==> config.mk <==
export PLATFORM = sky130hd
export DESIGN_NAME = seq_mult_bank
export DESIGN_NICKNAME = d
export VERILOG_FILES = /design/src/rtl/seq_mult_pkg.sv /design/src/rtl/shift_add_mult.sv /design/src/rtl/seq_mult_bank.sv
export SDC_FILE = /design/constraint.sdc
export NUM_CORES = 1
export LEC_CHECK = 0
export ABC_AREA = 1
export BUFFER_PORTS_ARGS = -buffer_cell sky130_fd_sc_hd__buf_2
export CAP_MARGIN = 20
export CELL_PAD_IN_SITES_DETAIL_PLACEMENT = 0
export CELL_PAD_IN_SITES_GLOBAL_PLACEMENT = 1
export CORE_MARGIN = 2
export CORE_UTILIZATION = 45
export DETAILED_ROUTE_END_ITERATION = 10
export HOLD_SLACK_MARGIN = 0.03
export PLACE_DENSITY_LB_ADDON = 0.12
export SLEW_MARGIN = 0
export SYNTH_ARGS = -nofsm -noshare
export SYNTH_HDL_FRONTEND = slang
export SYNTH_SLANG_ARGS = --single-unit
==> constraint.sdc <==
create_clock -name clk -period 4.5 [get_ports clk]
set_input_delay 0 -clock clk [delete_from_list [all_inputs] [get_ports clk]]
set_output_delay 0 -clock clk [all_outputs]
set_load 0.01 [all_outputs]
==> src/rtl/seq_mult_pkg.sv <==
// Shared types and helpers for the sequential multiply / result bank block.
package seq_mult_pkg;

  // Multiply engine states: waiting, shift-add iterations, bank write.
  typedef enum logic [1:0] {
    IDLE  = 2'd0,
    RUN   = 2'd1,
    WRITE = 2'd2
  } state_e;

  // Width of a full product of two DATA_W-bit operands.
  function automatic int prod_w(input int data_w);
    return 2 * data_w;
  endfunction

endpackage

==> src/rtl/shift_add_mult.sv <==
// Sequential shift-add multiplier: one partial product per cycle for DATA_W
// cycles, then a single WRITE cycle in which the product is presented with
// a one-cycle valid pulse.
module shift_add_mult
  import seq_mult_pkg::*;
#(
  parameter int DATA_W = 8
) (
  input  logic                  clk,
  input  logic                  reset,
  input  logic                  start,
  input  logic [DATA_W-1:0]     data_in_0,
  input  logic [DATA_W-1:0]     data_in_1,
  output logic                  busy,
  output logic                  valid,
  output logic [2*DATA_W-1:0]   product
);

  localparam int PROD_W = prod_w(DATA_W);
  localparam int CNT_W  = $clog2(DATA_W + 1);

  state_e              state_q, state_d;
  logic [DATA_W-1:0]   mcand_q, mcand_d;
  logic [DATA_W-1:0]   mplier_q, mplier_d;
  logic [CNT_W-1:0]    cnt_q, cnt_d;
  logic [PROD_W-1:0]   prod_q, prod_d;
  logic                last_iter;

  // The final RUN iteration uses counter value DATA_W-1.
  assign last_iter = (cnt_q == CNT_W'(DATA_W - 1));

  // State register; reset abandons any in-flight multiply.
  always_ff @(posedge clk) begin
    if (reset) state_q <= IDLE;
    else       state_q <= state_d;
  end

  // Next-state logic: IDLE -> RUN on start, RUN for DATA_W cycles, WRITE once.
  always_comb begin
    state_d = state_q;
    case (state_q)
      IDLE:    if (start) state_d = RUN;
      RUN:     if (last_iter) state_d = WRITE;
      WRITE:   state_d = IDLE;
      default: state_d = IDLE;
    endcase
  end

  // Status outputs decoded from the current state.
  always_comb begin
    busy  = (state_q != IDLE);
    valid = (state_q == WRITE);
  end

  // Datapath next values: latch operands on start, one shift-add step per RUN cycle.
  always_comb begin
    mcand_d  = mcand_q;
    mplier_d = mplier_q;
    cnt_d    = cnt_q;
    prod_d   = prod_q;
    case (state_q)
      IDLE: begin
        if (start) begin
          mcand_d  = data_in_0;
          mplier_d = data_in_1;
          cnt_d    = '0;
          prod_d   = '0;
        end
      end
      RUN: begin
        if (mplier_q[0]) begin
          prod_d = prod_q + ({{DATA_W{1'b0}}, mcand_q} << cnt_q);
        end
        mplier_d = mplier_q >> 1;
        cnt_d    = cnt_q + CNT_W'(1);
      end
      default: ;
    endcase
  end

  // Datapath registers, cleared by reset.
  always_ff @(posedge clk) begin
    if (reset) begin
      mcand_q  <= '0;
      mplier_q <= '0;
      cnt_q    <= '0;
      prod_q   <= '0;
    end else begin
      mcand_q  <= mcand_d;
      mplier_q <= mplier_d;
      cnt_q    <= cnt_d;
      prod_q   <= prod_d;
    end
  end

  assign product = prod_q;

endmodule

==> src/rtl/seq_mult_bank.sv <==
// Multiply-and-store top: feeds the shift-add engine, writes or accumulates
// its product into an addressed result bank, and serves a registered read port.
module seq_mult_bank
  import seq_mult_pkg::*;
#(
  parameter int DATA_W = 8,
  parameter int DEPTH  = 16,
  parameter int ADDR_W = $clog2(DEPTH)
) (
  input  logic                  clk,
  input  logic                  reset,
  input  logic                  cs,
  input  logic                  start,
  input  logic                  acc_en,
  input  logic [DATA_W-1:0]     data_in_0,
  input  logic [DATA_W-1:0]     data_in_1,
  input  logic [ADDR_W-1:0]     wr_addr,
  input  logic [ADDR_W-1:0]     rd_addr,
  output logic                  busy,
  output logic                  done,
  output logic [2*DATA_W-1:0]   rd_data
);

  localparam int PROD_W = prod_w(DATA_W);

  logic                accept;
  logic                mult_valid;
  logic [PROD_W-1:0]   mult_product;

  logic [ADDR_W-1:0]   wr_addr_q, wr_addr_d;
  logic                acc_en_q, acc_en_d;
  logic [PROD_W-1:0]   bank_q [DEPTH];
  logic [PROD_W-1:0]   bank_d [DEPTH];
  logic [PROD_W-1:0]   rd_data_q, rd_data_d;

  // A request is taken only while the engine is idle and the block is selected.
  assign accept = cs && start && !busy;

  shift_add_mult #(
    .DATA_W (DATA_W)
  ) u_mult (
    .clk       (clk),
    .reset     (reset),
    .start     (accept),
    .data_in_0 (data_in_0),
    .data_in_1 (data_in_1),
    .busy      (busy),
    .valid     (mult_valid),
    .product   (mult_product)
  );

  assign done = mult_valid;

  // Capture destination and write mode alongside the operands.
  always_comb begin
    wr_addr_d = wr_addr_q;
    acc_en_d  = acc_en_q;
    if (accept) begin
      wr_addr_d = wr_addr;
      acc_en_d  = acc_en;
    end
  end

  // Bank update in the WRITE cycle: overwrite or wrap-around accumulate.
  always_comb begin
    bank_d = bank_q;
    if (mult_valid) begin
      if (acc_en_q) bank_d[wr_addr_q] = bank_q[wr_addr_q] + mult_product;
      else          bank_d[wr_addr_q] = mult_product;
    end
  end

  // Read port samples the pre-write bank, so a same-address read sees old data.
  always_comb begin
    rd_data_d = rd_data_q;
    if (cs) rd_data_d = bank_q[rd_addr];
  end

  // Request capture, bank and read registers, all cleared by reset.
  always_ff @(posedge clk) begin
    if (reset) begin
      wr_addr_q <= '0;
      acc_en_q  <= 1'b0;
      rd_data_q <= '0;
      for (int i = 0; i < DEPTH; i++) bank_q[i] <= '0;
    end else begin
      wr_addr_q <= wr_addr_d;
      acc_en_q  <= acc_en_d;
      rd_data_q <= rd_data_d;
      bank_q    <= bank_d;
    end
  end

  assign rd_data = rd_data_q;

endmodule

==> run summary, run 1 <==
Fin crit share -> 89.95%
Dpl ws -> 0.4812 ns
PwrDens -> 362.6 nW/um^2
Yosys warnings -> 0
Critical path startpoint category -> flip-flop
Max_slew headroom -> 25.55%
PnR worst setup slack -> 0.4521 ns
Multi-input gate area -> 9144 um^2
Die height -> 197.7 um
Max-cap viol count -> 0
Full die area -> 39090 um^2
Sequential cell area fraction in the yosys report -> 37.34%
Initial DRC Count -> 1811
First-pass GRT wire length -> 95.16 mm
Final-layout fill cell count -> 3671
Max-slew violation count -> 0
Final ANT Viol Nets -> 0
Dpl cells -> 2785
DR WL/cell -> 21.65 um
Row cnt -> 70
Clock sink count -> 315
Max Clk Rate -> 0.2470 GHz
Synth cell types -> 47
Status -> finished clean
Fin cells -> 2875
Switching Share -> 26.45%
Async S/R FF share, synth -> 0%
Worst EP arrival -> 4.46 ns
Endpoint class of the critical path -> flip-flop
CTS H-tree lvls -> 2
Num CTS Buffers -> 37
Worst ir drop on vdd -> 243.3 uV
Ant. Diodes -> 0
Worst-Skew Late Latency -> 0.57 ns
Core area -> 36790 um^2
Min Tclk post-route -> 4.048 ns
Routability Congestion -> 0.9111
Total design power -> 6.770 mW
Post-layout instance area -> 18670 um^2
Dpl hpwl -> 37.52 mm
Gate Count Post-Synth -> 2437
Cell leakage power -> 7.134 nW
DRC -> 0
Comb pwr share -> 10.2%
Critical path type -> reg -> reg
# nets final -> 2442
Vias per cell -> 6.034
RSZ-0062 raised after global routing -> false
Post-synth top area share -> 37.34%
TritonCTS clock tree -> yes
Longest Clk Path Bufs -> 3
Tot GR Track Use -> 31.63%
Most frequently used flop master after synthesis -> dfxtp_1
Fin util -> 50.75%
Largest net degree at the start of global routing -> 224
Flops & latches, synth -> 315
IO Pins -> 47
Layout cells sized above 1 -> 7.520%
Clock-pin slew on the worst setup and hold paths -> 0.06 ns
Setup Skew -> 0.02034 ns
Initial Utilization -> 45.90%
GRT overflow -> 0
WL final -> 62.23 mm
Sw Pwr -> 1.791 mW
Post-CTS Setup Inserts -> 0
Clk network pwr share -> 47.7%
Final setup TNS -> 0 ns
Maximum fanout along the worst path -> 52
Horiz. Die Dim -> 197.7 um
Initial antenna violation count -> 0
Measured slew at the worst slew-check pin -> 1.117 ns
Sequential Power Share -> 42.1%
EDFF count, synth -> 0
Vias in the first global route -> 15850
Ranking of synthesized cells by area -> dfxtp_1, a21oi_1, o21ai_0
Worst-case hold slack -> 0.1324 ns
Synthesis-to-layout area growth -> 10.55%
Dominant cell type by area after synthesis -> dfxtp_1
Mapped cell area -> 16890 um^2
Syn Nets -> 2499
Via count -> 17350
Post-Syn Area per Cell -> 6.929 um^2
IO Port Bufs -> 46
Placed cell areas -> 17140 um^2
Int Pwr -> 4.979 mW
Final hold viol count -> 0
Required time of the critical path -> 4.91 ns
Sequential cell area -> 6306 um^2
Clock root buffer -> clkbuf_16
Endpoints failing setup -> 0
DRT Pass-1 Iters -> 6
HP Class -> in -> reg
-- registers in the layout, summed over array words and instances (netlist names) --
register,flops
bank_q,256
rd_data,16
u_mult.product,16
u_mult.mcand_q,8
u_mult.mplier_q,8
u_mult.cnt_q,4
wr_addr_q,4
u_mult.state_q,2
acc_en_q,1
-- routing by layer --
metal	global-route usage [%]	wire length (um)
met5	0	0
met4	11.39	2095
met3	5.246	4629
met2	50.59	28130
met1	43.05	27370
-- placed cells by master (no fill, tap or decap), types with 4 or more instances in the layout --
cell           Yosys  layout
clkbuf_1         135      12
or4_1             13      13
buf_4              4      35
clkbuf_16          0      39
dfxtp_1          315     315
inv_2              6       8
o21ai_0          386     386
inv_1            130     126
o21ai_1            8       8
o21bai_1           7       7
nand2_1          323     323
buf_2             48      45
a21o_1             4       4
nand4_1            5       5
o221ai_1          26      26
nor2_1           276     276
nand3_1           85      85
bufinv_16          0       5
or2_2              5       5
ha_1              31      31
a21oi_1          389     389
clkbuf_8           0       6
dlygate4sd3_1      0      22
buf_12             1       4
a22oi_2           13      13
a22oi_1           96      96
nor3_1             7       7
o22ai_1           56      56
o211ai_1          19      19
a31oi_1            7       7
-- final timing paths --
kind | to | from | cells past startpoint | slack (ns)
worst min-delay path | rd_data[1] | cs | 5 | 0.13
worst max-delay path | bank_q[207] | wr_addr_q[1] | 15 | 0.45
worst max register to register | bank_q[207] | wr_addr_q[1] | 15 | 0.45
worst min register to register | u_mult.mplier_q[2] | u_mult.mplier_q[2] | 2 | 0.47
-- power by group through the flow --
stage | Clock [mW] | Sequential, mW | Combinational [mW]
detailed placement | 0 | 2.91 | 0.649
global placement | 0 | 2.91 | 0.643
floorplan | 0 | 2.90 | 0.429
global route | 3.36 | 2.85 | 0.742
finish | 3.23 | 2.85 | 0.691
CTS | 3.26 | 2.85 | 0.665
-- cells in the mapped netlist (all sizes together) (13+ instances only) --
| master | count |
|---|---|
| a21oi | 391 |
| buf | 66 |
| o211ai | 19 |
| o221ai | 26 |
| nand2 | 325 |
| o21ai | 395 |
| inv | 137 |
| a22oi | 109 |
| clkbuf | 138 |
| nand3 | 87 |
| o22ai | 57 |
| dfxtp | 315 |
| ha | 31 |
| nor2 | 280 |
| or4 | 13 |
-- critical path, cell delays in order, from the launching register on --
cell and delay, ns:
dfxtp_1 0.67, nor2_4 0.06, buf_4 0.39, a22oi_1 0.27, a21oi_1 0.09, or4_1 0.65, ha_1 0.40, a21o_1 0.20
nand2_1 0.06, nand3_1 0.15, nand3_1 0.11, nand2_1 0.11, nand3_1 0.12, nand3_2 0.35, nand2_1 0.20, a21oi_2 0.07
-- repair_timing --
action                                  4_1_cts  5_1_grt
gates resized for setup                       0        0
hold endpoints to repair                     23        0
endpoints found under the setup margin        0        0
hold buffers                                 22        0
-- area by class of cell --
class | count | share of cell area (%)
Multi-Input combinational cell | 1780 | 48.98
Sequential cell | 315 | 33.78
Clock buffer | 57 | 5.912
Timing Repair Buffer | 108 | 4.430
Tap cell | 468 | 3.137
Inverter | 138 | 2.828
Clock inverter | 9 | 0.9316
-- logic make-up (layout without fill, tap and decap cells) --
kind of cell	after synthesis	count (layout)	synth area share [%]
AO/OA/AOI/OAI	1017	1017	33.77
AND/OR/NAND/NOR	729	729	17.78
buffers and inverters	342	312	8.506
flip-flops	315	315	37.34
adder cells (fa/ha/maj)	33	33	2.534
multiplexers	1	1	0.05928
(Power assumes the default switching activity.)
==> run 2: changes to the inputs <==
==> constraint.sdc (replaced) <==
create_clock -name clk -period 4.5 [get_ports clk]
set_input_delay 0.675 -clock clk [delete_from_list [all_inputs] [get_ports clk]]
set_output_delay 0.675 -clock clk [all_outputs]
set_load 0.01 [all_outputs]
==> run 2 against run 1 <==
Maximum frequency is 2.2% higher. Register-to-register slack better by 0.09 ns. Critical endpoint is now bank_q[190]. Largest power group unchanged. Cell count fell by 0.45%. Routed wire length up 1.6%. Hold slack improved by 0.21 ns. Clock skew about the same.
==> run summary, run 2 (synthesis gave the netlist of run 1 again) <==
GRT overflow -> 0 (unchanged)
IO Pins -> 47 (unchanged)
Endpoints failing setup -> 0 (unchanged)
Setup crit end -> bank_q[190] (was bank_q[207])
Worst r2r src -> wr_addr_q[1] (unchanged)
Initial DRC Count -> 1869 (was 1811)
Critical path type -> reg -> reg (unchanged)
Post-CTS Setup Inserts -> 0 (unchanged)
HP Class -> in -> reg (unchanged)
Initial antenna violation count -> 0 (unchanged)
Cell leakage power -> 7.082 nW (was 7.134 nW)
WL final -> 63.20 mm (was 62.23 mm)
Cell depth of the worst flop-to-flop path -> 15 (unchanged)
Clock root buffer -> clkbuf_16 (unchanged)
Fin cells -> 2862 (was 2875)
Max Clk Rate -> 0.2524 GHz (was 0.2470 GHz)
Tot GR Track Use -> 32.24% (was 31.63%)
Worst EP arrival -> 4.36 ns (was 4.46 ns)
Fin crit share -> 88.04% (was 89.95%)
DR WL/cell -> 22.08 um (was 21.65 um)
PwrDens -> 357.2 nW/um^2 (was 362.6 nW/um^2)
Status -> finished clean (unchanged)
Final ANT Viol Nets -> 0 (unchanged)
Largest net degree at the start of global routing -> 116 (was 224)
Max reg flops -> 256 (unchanged)
Total design power -> 6.611 mW (was 6.770 mW)
Max_slew headroom -> 29.78% (was 25.55%)
Max-cap viol count -> 0 (unchanged)
First-pass GRT wire length -> 96.80 mm (was 95.16 mm)
Dpl hpwl -> 38.97 mm (was 37.52 mm)
CTS H-tree lvls -> 2 (unchanged)
TritonCTS clock tree -> yes (unchanged)
Routability Congestion -> 0.8988 (was 0.9111)
Multi-input gate area -> 9144 um^2 (unchanged)
IO Port Bufs -> 46 (unchanged)
Longest Clk Path Bufs -> 3 (unchanged)
Clock-pin slew on the worst setup and hold paths -> 0.05 ns (was 0.06 ns)
Launch point of the worst path -> wr_addr_q[1] (unchanged)
Final-layout fill cell count -> 3671 (unchanged)
Endpoint class of the critical path -> flip-flop (unchanged)
Worst ir drop on vdd -> 274.6 uV (was 243.3 uV)
Row cnt -> 70 (unchanged)
Required time of the critical path -> 4.90 ns (was 4.91 ns)
Ant. Diodes -> 0 (unchanged)
Fin util -> 50.32% (was 50.75%)
DRC -> 0 (unchanged)
Clock sink count -> 315 (unchanged)
Min-delay src -> data_in_0[1] (was cs)
Worst-case hold slack -> 0.3425 ns (was 0.1324 ns)
Sequential cell area -> 6306 um^2 (unchanged)
Hold_buf cts -> 0 (was 22)
PnR worst setup slack -> 0.5381 ns (was 0.4521 ns)
Num CTS Buffers -> 39 (was 37)
Placed cell areas -> 17210 um^2 (was 17140 um^2)
Critical R2R Capture -> bank_q[190] (was bank_q[207])
Setup Skew -> 0.02015 ns (was 0.02034 ns)
R2r setup slk -> 0.54 ns (was 0.45 ns)
Full die area -> 39090 um^2 (unchanged)
Resize count post-CTS -> 0 (unchanged)
Min Tclk post-route -> 3.962 ns (was 4.048 ns)
Initial Utilization -> 45.90% (unchanged)
Vias per cell -> 6.154 (was 6.034)
Critical path startpoint category -> flip-flop (unchanged)
Measured slew at the worst slew-check pin -> 1.052 ns (was 1.117 ns)
Max-slew violation count -> 0 (unchanged)
Synthesis-to-layout area growth -> 9.610% (was 10.55%)
Vias in the first global route -> 16110 (was 15850)
RSZ-0062 raised after global routing -> false (unchanged)
Dpl ws -> 0.6099 ns (was 0.4812 ns)
Layout cells sized above 1 -> 8.104% (was 7.520%)
Post-layout instance area -> 18510 um^2 (was 18670 um^2)
Maximum fanout along the worst path -> 52 (unchanged)
DRT Pass-1 Iters -> 6 (unchanged)
Via count -> 17610 (was 17350)
# nets final -> 2428 (was 2442)
Largest Register -> bank_q (unchanged)
Core area -> 36790 um^2 (unchanged)
Commonest non-fill, non-tap cell in the layout -> a21oi_1 (unchanged)
Commonest cells after routing, fill and taps aside -> a21oi_1, o21ai_0, nand2_1 (unchanged)
Final hold viol count -> 0 (unchanged)
Horiz. Die Dim -> 197.7 um (unchanged)
Worst-Skew Late Latency -> 0.57 ns (about the same)
Die height -> 197.7 um (unchanged)
Final setup TNS -> 0 ns (unchanged)
Dpl cells -> 2790 (was 2785)
-- run 2: cell types whose count changed in the layout (fill, tap and decap cells not counted), moves of 2 or more --
cell,change
buf_12,+3
buf_4,+2
bufinv_16,-5
clkbuf_1,-4
clkbuf_8,+3
clkinv_2,+5
dlygate4sd3_1,-22
-- run 2: worst min path at each step --
| stage | endpoint | slack, ns | depth (start not counted) |
|---|---|---|---|
| 4_1_cts | u_mult.mcand_q[1] | 0.32 | 3 |
| 2_1_floorplan | u_mult.mplier_q[7] | 0.44 | 2 |
| 3_5_place_dp | u_mult.mplier_q[1] | 0.46 | 2 |
| 6_report | u_mult.mcand_q[1] | 0.34 | 3 |
| 3_3_place_gp | u_mult.mplier_q[7] | 0.45 | 2 |
| 5_1_grt | u_mult.mcand_q[2] | 0.35 | 3 |
-- run 2: power by group --
| group | switching, mW | internal, mW |
|---|---|---|
| sequential | 0.0301 | 2.82 |
| combinational | 0.509 | 0.181 |
| clock | 1.29 | 1.78 |
-- run 2: worst max-delay path, cell delays in order (launching register included) --
cell and delay, ns:
dfxtp_1 0.67, nor2_4 0.08, buf_12 0.22, a22oi_1 0.22, a21oi_1 0.10, or4_1 0.62
ha_1 0.38, nor2_1 0.08, a21oi_2 0.22, nand3_1 0.11, nand2_1 0.14, nand3_1 0.14
nand3_1 0.13, nand3_2 0.37, nand2_1 0.18, a21oi_1 0.08
-- run 2: final cells by class --
type | instances | share of cell area [%]
Multi-Input combinational cell | 1780 | 49.40
Tap cell | 468 | 3.164
Sequential cell | 315 | 34.07
Clock inverter | 12 | 0.4394
Clock buffer | 57 | 6.239
Inverter | 138 | 2.853
Timing Repair Buffer | 92 | 3.833
-- run 2: per-layer routing --
layer  vias up  global-route usage [%]  part of all wire [%]
li1       8360                       -                     -
met1      8229                   44.17                    43
met2       864                   50.87                    44
met3       159                   3.883                   8.3
met4         0                   14.65                   4.1
met5         -                       0                     0
==> run 3: changes to the inputs <==
--- a/config.mk
+++ b/config.mk
@@ -15,6 +15,7 @@
 export DETAILED_ROUTE_END_ITERATION = 10
 export HOLD_SLACK_MARGIN = 0.03
 export PLACE_DENSITY_LB_ADDON = 0.12
+export RECOVER_POWER = 25
 export SLEW_MARGIN = 0
 export SYNTH_ARGS = -nofsm -noshare
 export SYNTH_HDL_FRONTEND = slang
==> run 3 against run 2 <==
The run now ends with max-capacitance violations, max-slew violations left. Hold slack better by 0.0013 ns. Clock-buffer cell count stayed put. Critical path type unchanged. Critical endpoint unchanged. Routed wire length is 0.19% lower. Combinational power is 0.7% lower.
==> run summary, run 3 (synthesis gave the netlist of run 1 again) <==
Initial Utilization -> 45.90% (unchanged)
Final-layout fill cell count -> 3687 (was 3671)
Worst EP arrival -> 4.47 ns (was 4.36 ns)
Cell depth of the worst flop-to-flop path -> 16 (was 15)
Status -> finished with violations (was finished clean)
Commonest cells after routing, fill and taps aside -> a21oi_1, o21ai_0, nand2_1 (unchanged)
DR WL/cell -> 22.04 um (was 22.08 um)
Full die area -> 39090 um^2 (unchanged)
Clock sink count -> 315 (unchanged)
Worst-Skew Late Latency -> 0.57 ns (about the same)
Final hold viol count -> 0 (unchanged)
Fin crit share -> 90.44% (was 88.04%)
Commonest non-fill, non-tap cell in the layout -> a21oi_1 (unchanged)
Cell leakage power -> 7.009 nW (was 7.082 nW)
CTS H-tree lvls -> 2 (unchanged)
Sequential cell area -> 6306 um^2 (unchanged)
Resize count post-CTS -> 0 (unchanged)
Endpoints failing setup -> 0 (unchanged)
PwrDens -> 357.7 nW/um^2 (was 357.2 nW/um^2)
Endpoint class of the critical path -> flip-flop (unchanged)
R2r setup slk -> 0.43 ns (was 0.54 ns)
IO Pins -> 47 (unchanged)
Final setup TNS -> 0 ns (unchanged)
Dpl ws -> 0.6099 ns (unchanged)
Core area -> 36790 um^2 (unchanged)
Die height -> 197.7 um (unchanged)
Layout cells sized above 1 -> 7.185% (was 8.104%)
GRT overflow -> 0 (unchanged)
Vias per cell -> 6.129 (was 6.154)
Clock-pin slew on the worst setup and hold paths -> 0.06 ns (was 0.05 ns)
Horiz. Die Dim -> 197.7 um (unchanged)
Critical path startpoint category -> flip-flop (unchanged)
Max-cap viol count -> 1 (was 0)
Post-layout instance area -> 18470 um^2 (was 18510 um^2)
Max_slew headroom -> -14.64% (was 29.78%)
Dpl hpwl -> 38.97 mm (unchanged)
Longest Clk Path Bufs -> 3 (unchanged)
Launch point of the worst path -> wr_addr_q[0] (was wr_addr_q[1])
Critical R2R Capture -> bank_q[190] (unchanged)
Min Tclk post-route -> 4.070 ns (was 3.962 ns)
Largest Register -> bank_q (unchanged)
Initial antenna violation count -> 0 (unchanged)
Largest net degree at the start of global routing -> 116 (unchanged)
Routability Congestion -> 0.8988 (unchanged)
Setup Skew -> 0.01825 ns (was 0.02015 ns)
Critical path type -> reg -> reg (unchanged)
Required time of the critical path -> 4.90 ns (about the same)
# nets final -> 2428 (unchanged)
Max Clk Rate -> 0.2457 GHz (was 0.2524 GHz)
PnR worst setup slack -> 0.4302 ns (was 0.5381 ns)
Maximum fanout along the worst path -> 25 (was 52)
Initial DRC Count -> 1916 (was 1869)
Final ANT Viol Nets -> 0 (unchanged)
Hold_buf cts -> 0 (unchanged)
Max reg flops -> 256 (unchanged)
WL final -> 63.08 mm (was 63.20 mm)
Synthesis-to-layout area growth -> 9.403% (was 9.610%)
Total design power -> 6.607 mW (was 6.611 mW)
Row cnt -> 70 (unchanged)
Worst r2r src -> wr_addr_q[0] (was wr_addr_q[1])
DRT Pass-1 Iters -> 6 (unchanged)
Setup crit end -> bank_q[190] (unchanged)
Clock root buffer -> clkbuf_16 (unchanged)
Failing checks -> max-capacitance violations, max-slew violations
RSZ-0062 raised after global routing -> false (unchanged)
Multi-input gate area -> 9141 um^2 (was 9144 um^2)
First-pass GRT wire length -> 96.80 mm (unchanged)
TritonCTS clock tree -> yes (unchanged)
Vias in the first global route -> 16110 (unchanged)
Worst ir drop on vdd -> 274.3 uV (was 274.6 uV)
Ant. Diodes -> 0 (unchanged)
Post-CTS Setup Inserts -> 0 (unchanged)
Max-slew violation count -> 64 (was 0)
IO Port Bufs -> 46 (unchanged)
Fin util -> 50.22% (was 50.32%)
Via count -> 17540 (was 17610)
DRC -> 0 (unchanged)
Placed cell areas -> 17210 um^2 (unchanged)
Num CTS Buffers -> 39 (unchanged)
Tot GR Track Use -> 32.24% (unchanged)
Measured slew at the worst slew-check pin -> 1.720 ns (was 1.052 ns)
HP Class -> in -> reg (unchanged)
[run 3: report_power, final]
part	total, mW	internal [mW]	switching, mW
clock network	3.07	1.78	1.29
logic	0.685	0.177	0.509
registers	2.85	2.82	0.0300
total	6.61	4.78	1.83
[run 3: per-stage QoR]
step,hold WS [ns],cells
2_1_floorplan,0.4410,2437
3_3_place_gp,0.4530,2789
3_5_place_dp,0.4606,2790
4_1_cts,0.3245,2859
5_1_grt,0.3538,2862
6_report,0.3438,2862
[run 3: critical path: stages (launching register included)]
cell     delay (ns)
dfxtp_1        0.44
inv_1          0.34
nor2_4         0.16
buf_12         0.23
a22oi_1        0.15
a21oi_1        0.10
or4_1          0.62
ha_1           0.38
nor2_1         0.08
a21oi_2        0.22
nand3_1        0.11
nand2_1        0.14
nand3_1        0.14
nand3_1        0.13
nand3_2        0.38
nand2_1        0.18
a21oi_1        0.08
[run 3: worst min path at each step]
stage,start,endpoint,cells past startpoint
global route,data_in_0[2],u_mult.mcand_q[2],3
floorplan,u_mult.mplier_q[7],u_mult.mplier_q[7],2
finish,data_in_0[1],u_mult.mcand_q[1],3
CTS,data_in_0[1],u_mult.mcand_q[1],3
detailed placement,u_mult.mplier_q[1],u_mult.mplier_q[1],2
global placement,u_mult.mplier_q[7],u_mult.mplier_q[7],2
[run 3: layout make-up]
cell class / count / share of cell area [%]
inverter: 138 / 2.858
clock inverter: 12 / 0.4402
sequential: 315 / 34.13
multi-input combinational: 1780 / 49.48
tap: 468 / 3.170
timing repair buffer: 92 / 3.664
clock buffer: 57 / 6.251
[run 3: per-layer routing]
| layer | up-vias | routed length [um] | global-route usage [%] |
|---|---|---|---|
| li1 | 8360 | - | - |
| met1 | 8197 | 27530 | 44.17 |
| met2 | 831 | 27900 | 50.87 |
| met3 | 154 | 5141 | 3.883 |
| met4 | 0 | 2510 | 14.65 |
| met5 | - | 0 | 0 |
